## src/rtl/multiplier2_if.sv

```systemverilog
// Multiply request/response bundle: operands and mode in, status and result out.
interface multiplier2_if;
    logic        ce;
    logic        start;
    logic        wide;
    logic        is_signed;
    logic [15:0] a;
    logic [15:0] b;
    logic        busy;
    logic        done;
    logic        overflow;
    logic [31:0] product;

    modport master (
        output ce, start, wide, is_signed, a, b,
        input  busy, done, overflow, product
    );

    modport slave (
        input  ce, start, wide, is_signed, a, b,
        output busy, done, overflow, product
    );
endinterface

```

## src/rtl/multiplier2.sv

```systemverilog
// Sequential shift-add multiplier, 16x16 or 8x8, signed or unsigned.
// Operands are converted to magnitudes on accept; the sign is reapplied in FIX.
module multiplier2 (
    input  logic          clk,
    input  logic          reset,
    multiplier2_if.slave  mul
);
    typedef enum logic [1:0] {IDLE, RUN, FIX} state_t;

    state_t      r_state;
    state_t      w_next;

    logic [15:0] r_mcand;
    logic [32:0] r_acc;      // {carry, upper half, multiplier / low product bits}
    logic [4:0]  r_cnt;
    logic        r_wide;
    logic        r_sgn;
    logic        r_neg;
    logic [31:0] r_product;
    logic        r_ovf;
    logic        r_done;

    logic        w_accept;
    logic        w_sa;
    logic        w_sb;
    logic [15:0] w_amag;
    logic [15:0] w_bmag;
    logic [16:0] w_sum;
    logic [32:0] w_acc_next;
    logic [31:0] w_raw;
    logic [31:0] w_final;
    logic        w_ovf;

    assign w_accept = mul.ce & mul.start;

    // Operand magnitudes; byte negation stays in 8 bits so 0x80 maps to 128
    always_comb begin
        w_sa = mul.is_signed & (mul.wide ? mul.a[15] : mul.a[7]);
        w_sb = mul.is_signed & (mul.wide ? mul.b[15] : mul.b[7]);
        if (mul.wide) begin
            w_amag = w_sa ? (~mul.a + 16'd1) : mul.a;
            w_bmag = w_sb ? (~mul.b + 16'd1) : mul.b;
        end else begin
            w_amag = {8'h00, (w_sa ? (~mul.a[7:0] + 8'd1) : mul.a[7:0])};
            w_bmag = {8'h00, (w_sb ? (~mul.b[7:0] + 8'd1) : mul.b[7:0])};
        end
    end

    // One shift-add step, plus final product alignment, sign and overflow.
    // After N right shifts the product sits at acc >> (16-N): byte results live in acc[23:8].
    always_comb begin
        w_sum      = r_acc[32:16] + {1'b0, r_mcand};
        w_acc_next = r_acc[0] ? {1'b0, w_sum, r_acc[15:1]} : {1'b0, r_acc[32:1]};
        w_raw      = r_wide ? r_acc[31:0] : {16'h0000, r_acc[23:8]};
        w_final    = r_neg ? (~w_raw + 32'd1) : w_raw;
        case ({r_wide, r_sgn})
            2'b10:   w_ovf = |w_final[31:16];
            2'b00:   w_ovf = |w_final[15:8];
            2'b11:   w_ovf = w_final[31:16] != {16{w_final[15]}};
            default: w_ovf = w_final[15:8] != {8{w_final[7]}};
        endcase
    end

    // State register
    always_ff @(posedge clk) begin
        if (reset) r_state <= IDLE;
        else       r_state <= w_next;
    end

    // Next-state logic: an accepted start restarts from any state
    always_comb begin
        w_next = r_state;
        if (w_accept) begin
            w_next = RUN;
        end else if (mul.ce) begin
            case (r_state)
                RUN:     if (r_cnt == 5'd1) w_next = FIX;
                FIX:     w_next = IDLE;
                default: w_next = r_state;
            endcase
        end
    end

    // Output logic
    always_comb begin
        mul.busy     = (r_state == RUN) || (r_state == FIX);
        mul.done     = r_done & ~mul.start;
        mul.overflow = r_ovf;
        mul.product  = r_product;
    end

    // Datapath: load on accept, iterate in RUN, write result in FIX
    always_ff @(posedge clk) begin
        if (reset) begin
            r_mcand   <= '0;
            r_acc     <= '0;
            r_cnt     <= '0;
            r_wide    <= 1'b0;
            r_sgn     <= 1'b0;
            r_neg     <= 1'b0;
            r_product <= '0;
            r_ovf     <= 1'b0;
            r_done    <= 1'b0;
        end else if (mul.ce) begin
            if (mul.start) begin
                r_mcand <= w_amag;
                r_acc   <= {17'd0, w_bmag};
                r_cnt   <= mul.wide ? 5'd16 : 5'd8;
                r_wide  <= mul.wide;
                r_sgn   <= mul.is_signed;
                r_neg   <= w_sa ^ w_sb;
                r_done  <= 1'b0;
            end else begin
                case (r_state)
                    RUN: begin
                        r_acc <= w_acc_next;
                        r_cnt <= r_cnt - 5'd1;
                    end
                    FIX: begin
                        r_product <= w_final;
                        r_ovf     <= w_ovf;
                        r_done    <= 1'b1;
                    end
                    default: ;
                endcase
            end
        end
    end
endmodule

```

## src/flat_wrapper.sv

```systemverilog
// flat-port wrapper written by rule: the top's interface ports become plain ports
module multiplier2_flat 
  (clk, reset, mul_ce, mul_start, mul_wide, mul_is_signed, mul_a, mul_b, mul_busy, mul_done, mul_overflow, mul_product);
  multiplier2_if mul_i ();
  input  logic clk;
  input  logic reset;
  input wire logic [$bits(mul_i.ce)-1:0] mul_ce;
  input wire logic [$bits(mul_i.start)-1:0] mul_start;
  input wire logic [$bits(mul_i.wide)-1:0] mul_wide;
  input wire logic [$bits(mul_i.is_signed)-1:0] mul_is_signed;
  input wire logic [$bits(mul_i.a)-1:0] mul_a;
  input wire logic [$bits(mul_i.b)-1:0] mul_b;
  output wire logic [$bits(mul_i.busy)-1:0] mul_busy;
  output wire logic [$bits(mul_i.done)-1:0] mul_done;
  output wire logic [$bits(mul_i.overflow)-1:0] mul_overflow;
  output wire logic [$bits(mul_i.product)-1:0] mul_product;
  assign mul_i.ce = mul_ce;
  assign mul_i.start = mul_start;
  assign mul_i.wide = mul_wide;
  assign mul_i.is_signed = mul_is_signed;
  assign mul_i.a = mul_a;
  assign mul_i.b = mul_b;
  assign mul_busy = mul_i.busy;
  assign mul_done = mul_i.done;
  assign mul_overflow = mul_i.overflow;
  assign mul_product = mul_i.product;
  multiplier2 u_core (.clk(clk), .reset(reset), .mul(mul_i));
endmodule
```

## config.mk

```make
export PLATFORM = sky130hd
export DESIGN_NAME = multiplier2_flat
export DESIGN_NICKNAME = d
export VERILOG_FILES = /design/src/rtl/multiplier2_if.sv /design/src/rtl/multiplier2.sv /design/src/flat_wrapper.sv
export SDC_FILE = /design/constraint.sdc
export NUM_CORES = 1
export LEC_CHECK = 0
export ABC_AREA = 1
export CAP_MARGIN = 20
export CELL_PAD_IN_SITES_DETAIL_PLACEMENT = 0
export CELL_PAD_IN_SITES_GLOBAL_PLACEMENT = 1
export CORE_MARGIN = 10
export CORE_UTILIZATION = 45
export DETAILED_ROUTE_END_ITERATION = 8
export DONT_BUFFER_PORTS = 1
export PLACE_DENSITY = 0.9
export SKIP_LAST_GASP = 1
export SYNTH_ARGS = -nofsm -noshare
export SYNTH_HDL_FRONTEND = slang
export SYNTH_SLANG_ARGS = --single-unit
```

## constraint.sdc

```tcl
create_clock -name clk -period 3 [get_ports clk]
set_clock_uncertainty 0.15 [all_clocks]
set_input_delay 0.6 -clock clk [delete_from_list [all_inputs] [get_ports clk]]
set_output_delay 0.6 -clock clk [all_outputs]
set_load 0.05 [all_outputs]
```

# Word-level counts from Yosys, hierarchy flattened
# Index checks and enable logic that the tools add are counted.
# Widths: inputs -> output; s select.
classes:
  addsub: 7
  eq_ne: 9
  mux: 23
  n_bitwise: 11
  n_reduce_logical: 16
ops:
  columns: ["operator", "n"]
  rows:
  - ["$mux 32", 3]
  - ["$mux 33", 2]
  - ["$mux 16", 4]
  - ["$add 16x1->16 const B", 2]
  - ["$add 32x1->32 const B", 1]
  - ["$not 16->16", 2]
  - ["$not 32->32", 1]
  - ["$add 17x16->17", 1]
  - ["$add 8x1->8 const B", 2]
  - ["$mux 8", 2]
  - ["$ne 16x16->1", 1]
  - ["$not 8->8", 2]
  - ["$reduce_or 16->1", 1]
  - ["$mux 5", 3]
  - ["$reduce_and 3->1", 3]
  - ["$ne 8x8->1", 1]
  - ["$reduce_bool 2->1", 4]
  - ["$reduce_or 8->1", 1]
  - ["$eq 2x2->1 const B", 3]
  - ["$mux 1", 6]
  - ["$reduce_and 2->1", 3]
  - ["$eq 5x1->1 const B", 1]
  - ["$sub 5x1->5 const B", 1]
  - ["$and 1x1->1", 4]
  - ["12 further kinds", 12]
totals:
  reg_bits: 93
  input_bits: 38
  output_inout_bits: 35
  wordCells: 77

# Logic depth before layout (Yosys ltp)
# Gate-level depths: netlist (run 1).
logic_depth:
  ltp_word: 6
  depth_mapped: 21
  ltp_nobuf: 19

# Least setup slack after synthesis (run 1)
# Ideal clock, no wire load.
synth_timing:
  kind: "register to register"
  start: "register u_core.r_acc[16]"
  end: "register u_core.r_acc[27]"
  setup_ns: 0.070
  t_arrival_ns: 2.276
  required_ns: 2.780
  path_slack_ns: 0.503
  path_stages_with_launch: 16
  path_buffers: 0
  synth_period_minus_slack_ns: 2.497
  cell_sequence: "dfxtp_1 ha_1 inv_1 fa_1 o21ai_0 nand2_1 nand2_1 nand2_1 nand2_1 a21boi_0 o21ai_0 nand2_1 a21o_1 nand3_1 nand2_1 a21oi_1"
synth_via:
  elab_chain_cells: 4
synth_rtl:
  columns: ["element", "line", "rtl"]
  rows:
  - ["start, declared", "multiplier2.sv:14", "logic [32:0] r_acc;"]
  - ["start signal, assigned", "multiplier2.sv:107", "r_acc <= {17'd0, w_bmag};"]
  - ["start signal, assigned", "multiplier2.sv:116", "r_acc <= w_acc_next;"]
  - ["$add 17x16->17", "multiplier2.sv:52", "w_sum = r_acc[32:16] + {1'b0, r_mcand};"]
  - ["$mux 32", "multiplier2.sv:53", "w_acc_next = r_acc[0] ? {1'b0, w_sum, r_acc[15:1]} : {1'b0, r_acc[32:1]};"]
  - ["$mux 33", "multiplier2.sv:114", "case (r_state)"]
  - ["$mux 33", "multiplier2.sv:105", "if (mul.start) begin"]
# No other way between the ends. The select of a mux whose other input is x is not followed.
# A chain may end at the register's enable or synchronous reset.

# Final worst setup path (run 1)
# Ends and elaborated chain as after synthesis.

==> metrics.csv, run 1 <==
metric,value,unit
hold depth,1,
row count,45,
hold_ws,0.164,ns
Die Area,20800,sq um
CP arrival,2.81,ns
Overflow after GRT,0,
dpl cell area,7090,sq um
max frequency,375,MHz
Comb power frac,20.9,%
Via-to-Cell Ratio,5.30,
clock network power share,35.8,%
hold_buf cts,0,
worst skew pair latency,0.35,ns
WP data required,3.14,ns
status,"complete, no violations",
first-pass GRT wire length,32200,um
CP Launch Type,flip-flop,
filler cell count,1612,
Final Max Slew Viols,0,
Synth Cell Area,6940,sq um
Max Cap Viol,0,
die width,144,um
# port buffers,0,
num ports,73,
CP cell instances,ha_1 > inv_1 > fa_1 > o21ai_1 > nand2_1 > nand2_1 > nand2_1 > nand2_1 > a21boi_0 > o21ai_1 > nand2_1 > a21o_1 > nand3_1 > nand2_1 > a21oi_1,
Mapped Cells,1146,
total length of routed wires,19700,um
Cell variety after synth,46,
nets,1195,
post-route cell area,7370,sq um
CP Max Fanout,5,
Slew @ Worst Pin,0.646,ns
worst path bufs/invs,1,
synth-to-layout area growth,6.28,%
Vias,7019,
height of the die,144,um
setup TNS,0,ns
Worst Setup EP,u_core.r_acc[27],
CP Capture Type,flip-flop,
Inserted Diodes,0,
number of synthesized register bits,92,
critical setup path kind,flip-flop to flip-flop,
H-tree levels,3,
Routed WL per cell,14.9,um
Clock Sinks,92,
Worst path most repeated cell,nand2_1,
CTS tree,built,
Mapped Nets,1208,
Critical Path Stages,15,
leakage power,3.70,nW
sequential share of power,43.2,%
layout cells sized above 1,7.21,%
synth warn,0,
"Clk pin slew, worst setup/hold paths",0.07,ns
largest net degree at the start of global routing,52,
Final setup viols,0,
VDD IR max,0.306,mV
launching point of the worst reg2reg path,u_core.r_acc[16],
"Avg Cell Area, Syn",6.05,sq um
Worst slew margin,56.9,%
cell internal pwr,2.05,mW
Slowest cell on crit path,dfxtp_1,
CTS root buffer,clkbuf_16,
initial antenna violation count,0,
RR Endpoint,u_core.r_acc[27],
Routed Antenna Nets,0,
DP HPWL,15600,um
"FFs w/ async S/R, synth",0,%
Worst Hold Class,primary input to flip-flop,
Tot GR Track Use,19.1,%
sequential area share after synthesis,26.6,%
Initial Util,45.8,%
final worst path period need,2.67,ns
CTS Buf Count,9,
sw power,0.960,mW
PD cells,409,nW/um^2
CP peak stage delay,0.42,ns
worst setup path startpoint,u_core.r_acc[16],
number of flops mapped to enable cells by yosys,0,
vias in the first global route,6530,
sw frac,31.8,%
Reg2Reg Setup Slack,0.33,ns
unrepaired setup endpoints after global routing,no,
Worst R2R Path Depth,15,
TritonRoute pass-1 iters,5,
drt drc,0,
worst-case clock buffer depth,2,
Hold Fails Final Rpt,0,
Main synth FF type,dfxtp_1,
initial DRC count,507,
period utilisation layout,89.0,%
total core area,15100,sq um
"delay-heaviest family, CP",compound AO/OA/AOI/OAI gates,
Final Wtd Congestion,0.965,
stage by stage:
stage / setup slack (ns) / utilization [%] / power [mW] / std cells
floorplan: 0.503 / - / 1.83 / 1146
global placement: 0.258 / 46.8 / 1.95 / 1309
detailed placement: 0.176 / 46.8 / 1.95 / 1309
CTS: 0.155 / 48.6 / 3.04 / 1324
global route: 0.0380 / 48.7 / 3.19 / 1325
finish: 0.330 / 48.7 / 3.01 / 1325
cell families after synthesis:
family / share of synthesized area, %
simple gates: 35.6
xor+xnor: 4.42
compound gates: 17.9
flops: 26.6
fa+ha+maj: 4.44
buf+inv: 11.1
worst min-delay path by stage:
stage	from	endpoint
2_1_floorplan	u_core.r_done	u_core.r_done
5_1_grt	reset	u_core.r_acc[27]
3_3_place_gp	u_core.r_done	u_core.r_done
6_report	reset	u_core.r_acc[27]
3_5_place_dp	u_core.r_done	u_core.r_done
4_1_cts	reset	u_core.r_acc[27]
state kept, by name (all words and copies together) (netlist names):
signal / count
u_core.r_wide: 1
u_core.r_state: 2
u_core.mul.product: 32
u_core.mul.overflow: 1
u_core.r_sgn: 1
u_core.r_done: 1
u_core.r_cnt: 5
u_core.r_mcand: 16
u_core.r_neg: 1
u_core.r_acc: 32
layout by cell type (no fill, tap or decap), types with 3 or more instances in the layout:
cell type,count
nor2_1,149
nand3_1,66
o211ai_1,6
o21ai_0,106
nand2_1,296
nor2_2,9
o22ai_1,7
a221oi_1,7
buf_4,21
clkbuf_16,9
inv_1,134
a21oi_1,75
o21ai_1,9
nor3_1,18
ha_1,23
nand2_2,25
dfxtp_1,92
a31oi_1,3
nand4_1,3
xnor2_1,7
nor2_4,5
o31ai_1,3
a211oi_1,3
nand3b_1,7
xor2_1,28
layer usage:
| metal | vias to the layer above | GRT usage (%) | share of wire (%) |
|---|---|---|---|
| li1 | 3665 | - | - |
| met1 | 3139 | 25.0 | 48 |
| met2 | 193 | 30.5 | 44 |
| met3 | 22 | 4.53 | 7.0 |
| met4 | 0 | 5.43 | 1.4 |
| met5 | - | 0 | 0 |
cell usage after synthesis, types with 2 or more instances:
cell      instances  area (sq um)
buf_6             5          56.3
o21ai_1           7          35.0
nor2_2            9          56.3
o31ai_1           3          22.5
nor3b_1           2          15.0
nand2_1         296          1110
nor2_1          150           563
nand4_1           3          18.8
xor2_1           28           245
o211ai_1          6          45.0
xnor2_1           7          61.3
inv_1           134           503
dfxtp_1          92          1840
a31oi_1           3          18.8
clkbuf_1         35           131
a211oi_1          3          22.5
a21oi_1          75           375
o22ai_1           7          43.8
nand2_2          25           156
buf_4             2          15.0
a221oi_1          7          61.3
o21ai_0         108           541
nor3_1           18          90.1
nand3b_1          7          52.6
nor2_4            4          45.0
clkinv_1          2          7.51
o221ai_1          2          17.5
nand3_1          66           330
ha_1             23           288
cell type report:
cell class / count / area [sq um] / area share [%]
clock buffer: 10 / 239 / 3.24
tap: 188 / 235 / 3.19
inverter: 138 / 526 / 7.13
multi-input combinational: 871 / 4340 / 58.8
sequential: 92 / 1840 / 25.0
clock inverter: 5 / 37.5 / 0.509
timing repair buffer: 21 / 158 / 2.14
what timing repair did:
action	4_1_cts	5_1_grt
endpoints found under the setup margin	0	2
gates resized for setup	0	2
buffers inserted	0	1
endpoints found under the hold margin	0	0
power groups by stage:
stage	registers [mW]	logic (mW)	clock network [mW]
after floorplan	1.31	0.516	0
after global placement	1.33	0.622	0
after detailed placement	1.33	0.625	0
after CTS	1.30	0.628	1.11
after global routing	1.31	0.718	1.16
final	1.30	0.631	1.08
No activity file was read; power rests on OpenSTA's default activity.
==> run 2, diff against run 1 <==
--- a/config.mk
+++ b/config.mk
@@ -10,10 +10,10 @@
 export CELL_PAD_IN_SITES_DETAIL_PLACEMENT = 0
 export CELL_PAD_IN_SITES_GLOBAL_PLACEMENT = 1
 export CORE_MARGIN = 10
-export CORE_UTILIZATION = 45
+export CORE_UTILIZATION = 40
 export DETAILED_ROUTE_END_ITERATION = 8
 export DONT_BUFFER_PORTS = 1
-export PLACE_DENSITY = 0.9
+export PLACE_DENSITY = 0.82
 export SKIP_LAST_GASP = 1
 export SYNTH_ARGS = -nofsm -noshare
 export SYNTH_HDL_FRONTEND = slang
==> metrics.csv, run 2 (synthesized netlist as in run 1, its figures left out) <==
metric,value,unit
Initial Util,40.4,%
"Clk pin slew, worst setup/hold paths",0.07,ns
period utilisation layout,90.3,%
num ports,73,
Final Max Slew Viols,0,
status,"complete, no violations",
Routed Antenna Nets,0,
Worst slew margin,60.5,%
DP HPWL,16000,um
CP Max Fanout,7,
worst-case clock buffer depth,2,
total length of routed wires,20300,um
row count,48,
initial antenna violation count,0,
worst skew pair latency,0.36,ns
critical setup path kind,flip-flop to flip-flop,
CTS Buf Count,9,
Final Wtd Congestion,0.937,
nets,1192,
Max Cap Viol,0,
WP data required,3.15,ns
TritonRoute pass-1 iters,5,
CP Capture Type,flip-flop,
initial DRC count,553,
drt drc,0,
CP Launch Type,flip-flop,
die width,152,um
layout cells sized above 1,7.14,%
CTS root buffer,clkbuf_16,
placed insts,1344,
Slew @ Worst Pin,0.592,ns
largest net degree at the start of global routing,52,
setup TNS,0,ns
VDD IR max,0.309,mV
dpl cell area,7130,sq um
total core area,17200,sq um
post-route cell area,7470,sq um
CTS tree,built,
"commonest cells after routing, fill and taps aside","nand2_1 (296), nor2_1 (149), inv_1 (134)",
Die Area,23000,sq um
hold_ws,0.149,ns
leakage power,3.71,nW
Inserted Diodes,0,
unrepaired setup endpoints after global routing,no,
first-pass GRT wire length,33200,um
H-tree levels,3,
Overflow after GRT,0,
Hold Fails Final Rpt,0,
"commonest non-fill, non-tap cell in the layout",nand2_1,
Vias,6919,
vias in the first global route,6509,
PD cells,431,nW/um^2
CP arrival,2.86,ns
Post CTS Setup Buffer Count,0,
Worst Hold Class,primary input to flip-flop,
height of the die,152,um
Routed WL per cell,14.9,um
Final setup viols,0,
Via-to-Cell Ratio,5.09,
# port buffers,0,
Tot GR Track Use,17.8,%
max frequency,369,MHz
final worst path period need,2.71,ns
Clock Sinks,92,
"non-filler cells, final",1360,
synth-to-layout area growth,7.63,%
[run 2: cell count changes in the layout (fill, tap and decap cells not counted), sizes merged]
cell | before | now
bufinv | 0 | 2
buf | 21 | 18
inv | 137 | 138
clkinvlp | 2 | 1
clkinv | 4 | 3
[run 2: critical path, stage by stage (launching register included)]
cell	delay, ns
dfxtp_1	0.49
inv_1	0.11
fa_1	0.47
o21ai_1	0.23
nand2_1	0.07
nand2_1	0.07
nand2_1	0.05
nand2_1	0.12
a21boi_0	0.16
o21ai_1	0.23
nand2_1	0.10
a21o_1	0.16
nand3_1	0.06
nand2_1	0.06
a21oi_1	0.12
[run 2: layout make-up]
type,count,area [sq um]
repair buffers,18,148
fillers,1901,9710
well taps,225,282
flip-flops and latches,92,1840
multi-input cells,871,4340
clock buffers,10,239
inverters,138,526
clock inverters,6,93.8
[run 2: per-stage QoR]
stage | utilization (%) | power, mW | setup WS (ns)
after CTS | 43.5 | 3.24 | 0.0557
final | 43.5 | 3.22 | 0.290
after detailed placement | 41.5 | 1.96 | 0.0720
after global routing | 43.5 | 3.39 | 0.0109
after floorplan | - | 1.83 | 0.503
after global placement | 41.5 | 1.96 | 0.102
[run 2: final timing paths]
kind	from	end	slack, ns	cells past startpoint
setup reg to reg	u_core.r_acc[17]	u_core.r_acc[27]	0.29	14
hold reg to reg	u_core.r_done	u_core.r_done	0.31	2
hold / removal	reset	u_core.r_state[0]	0.15	1
setup / recovery	u_core.r_acc[17]	u_core.r_acc[27]	0.29	14
[run 2: layer usage]
metal	vias to the layer above	global-route usage, %	part of all wire (%)
met2	149	28.2	44
met3	17	4.37	5.8
met1	3084	24.3	50
li1	3669	-	-
met4	0	3.29	0.79
met5	-	0	0
[run 2: where the power goes]
group	leakage (nW)	total [mW]	switching (mW)	internal (mW)
clock network	0.160	1.28	0.521	0.760
logic	2.81	0.640	0.426	0.214
registers	0.748	1.30	0.0412	1.26
total	3.71	3.22	0.988	2.23
[run 2: what timing repair did]
action | 4_1_cts | 5_1_grt
resized for setup | 0 | 3
hold buffers | 0 | 0
endpoints found under the setup margin | 0 | 2
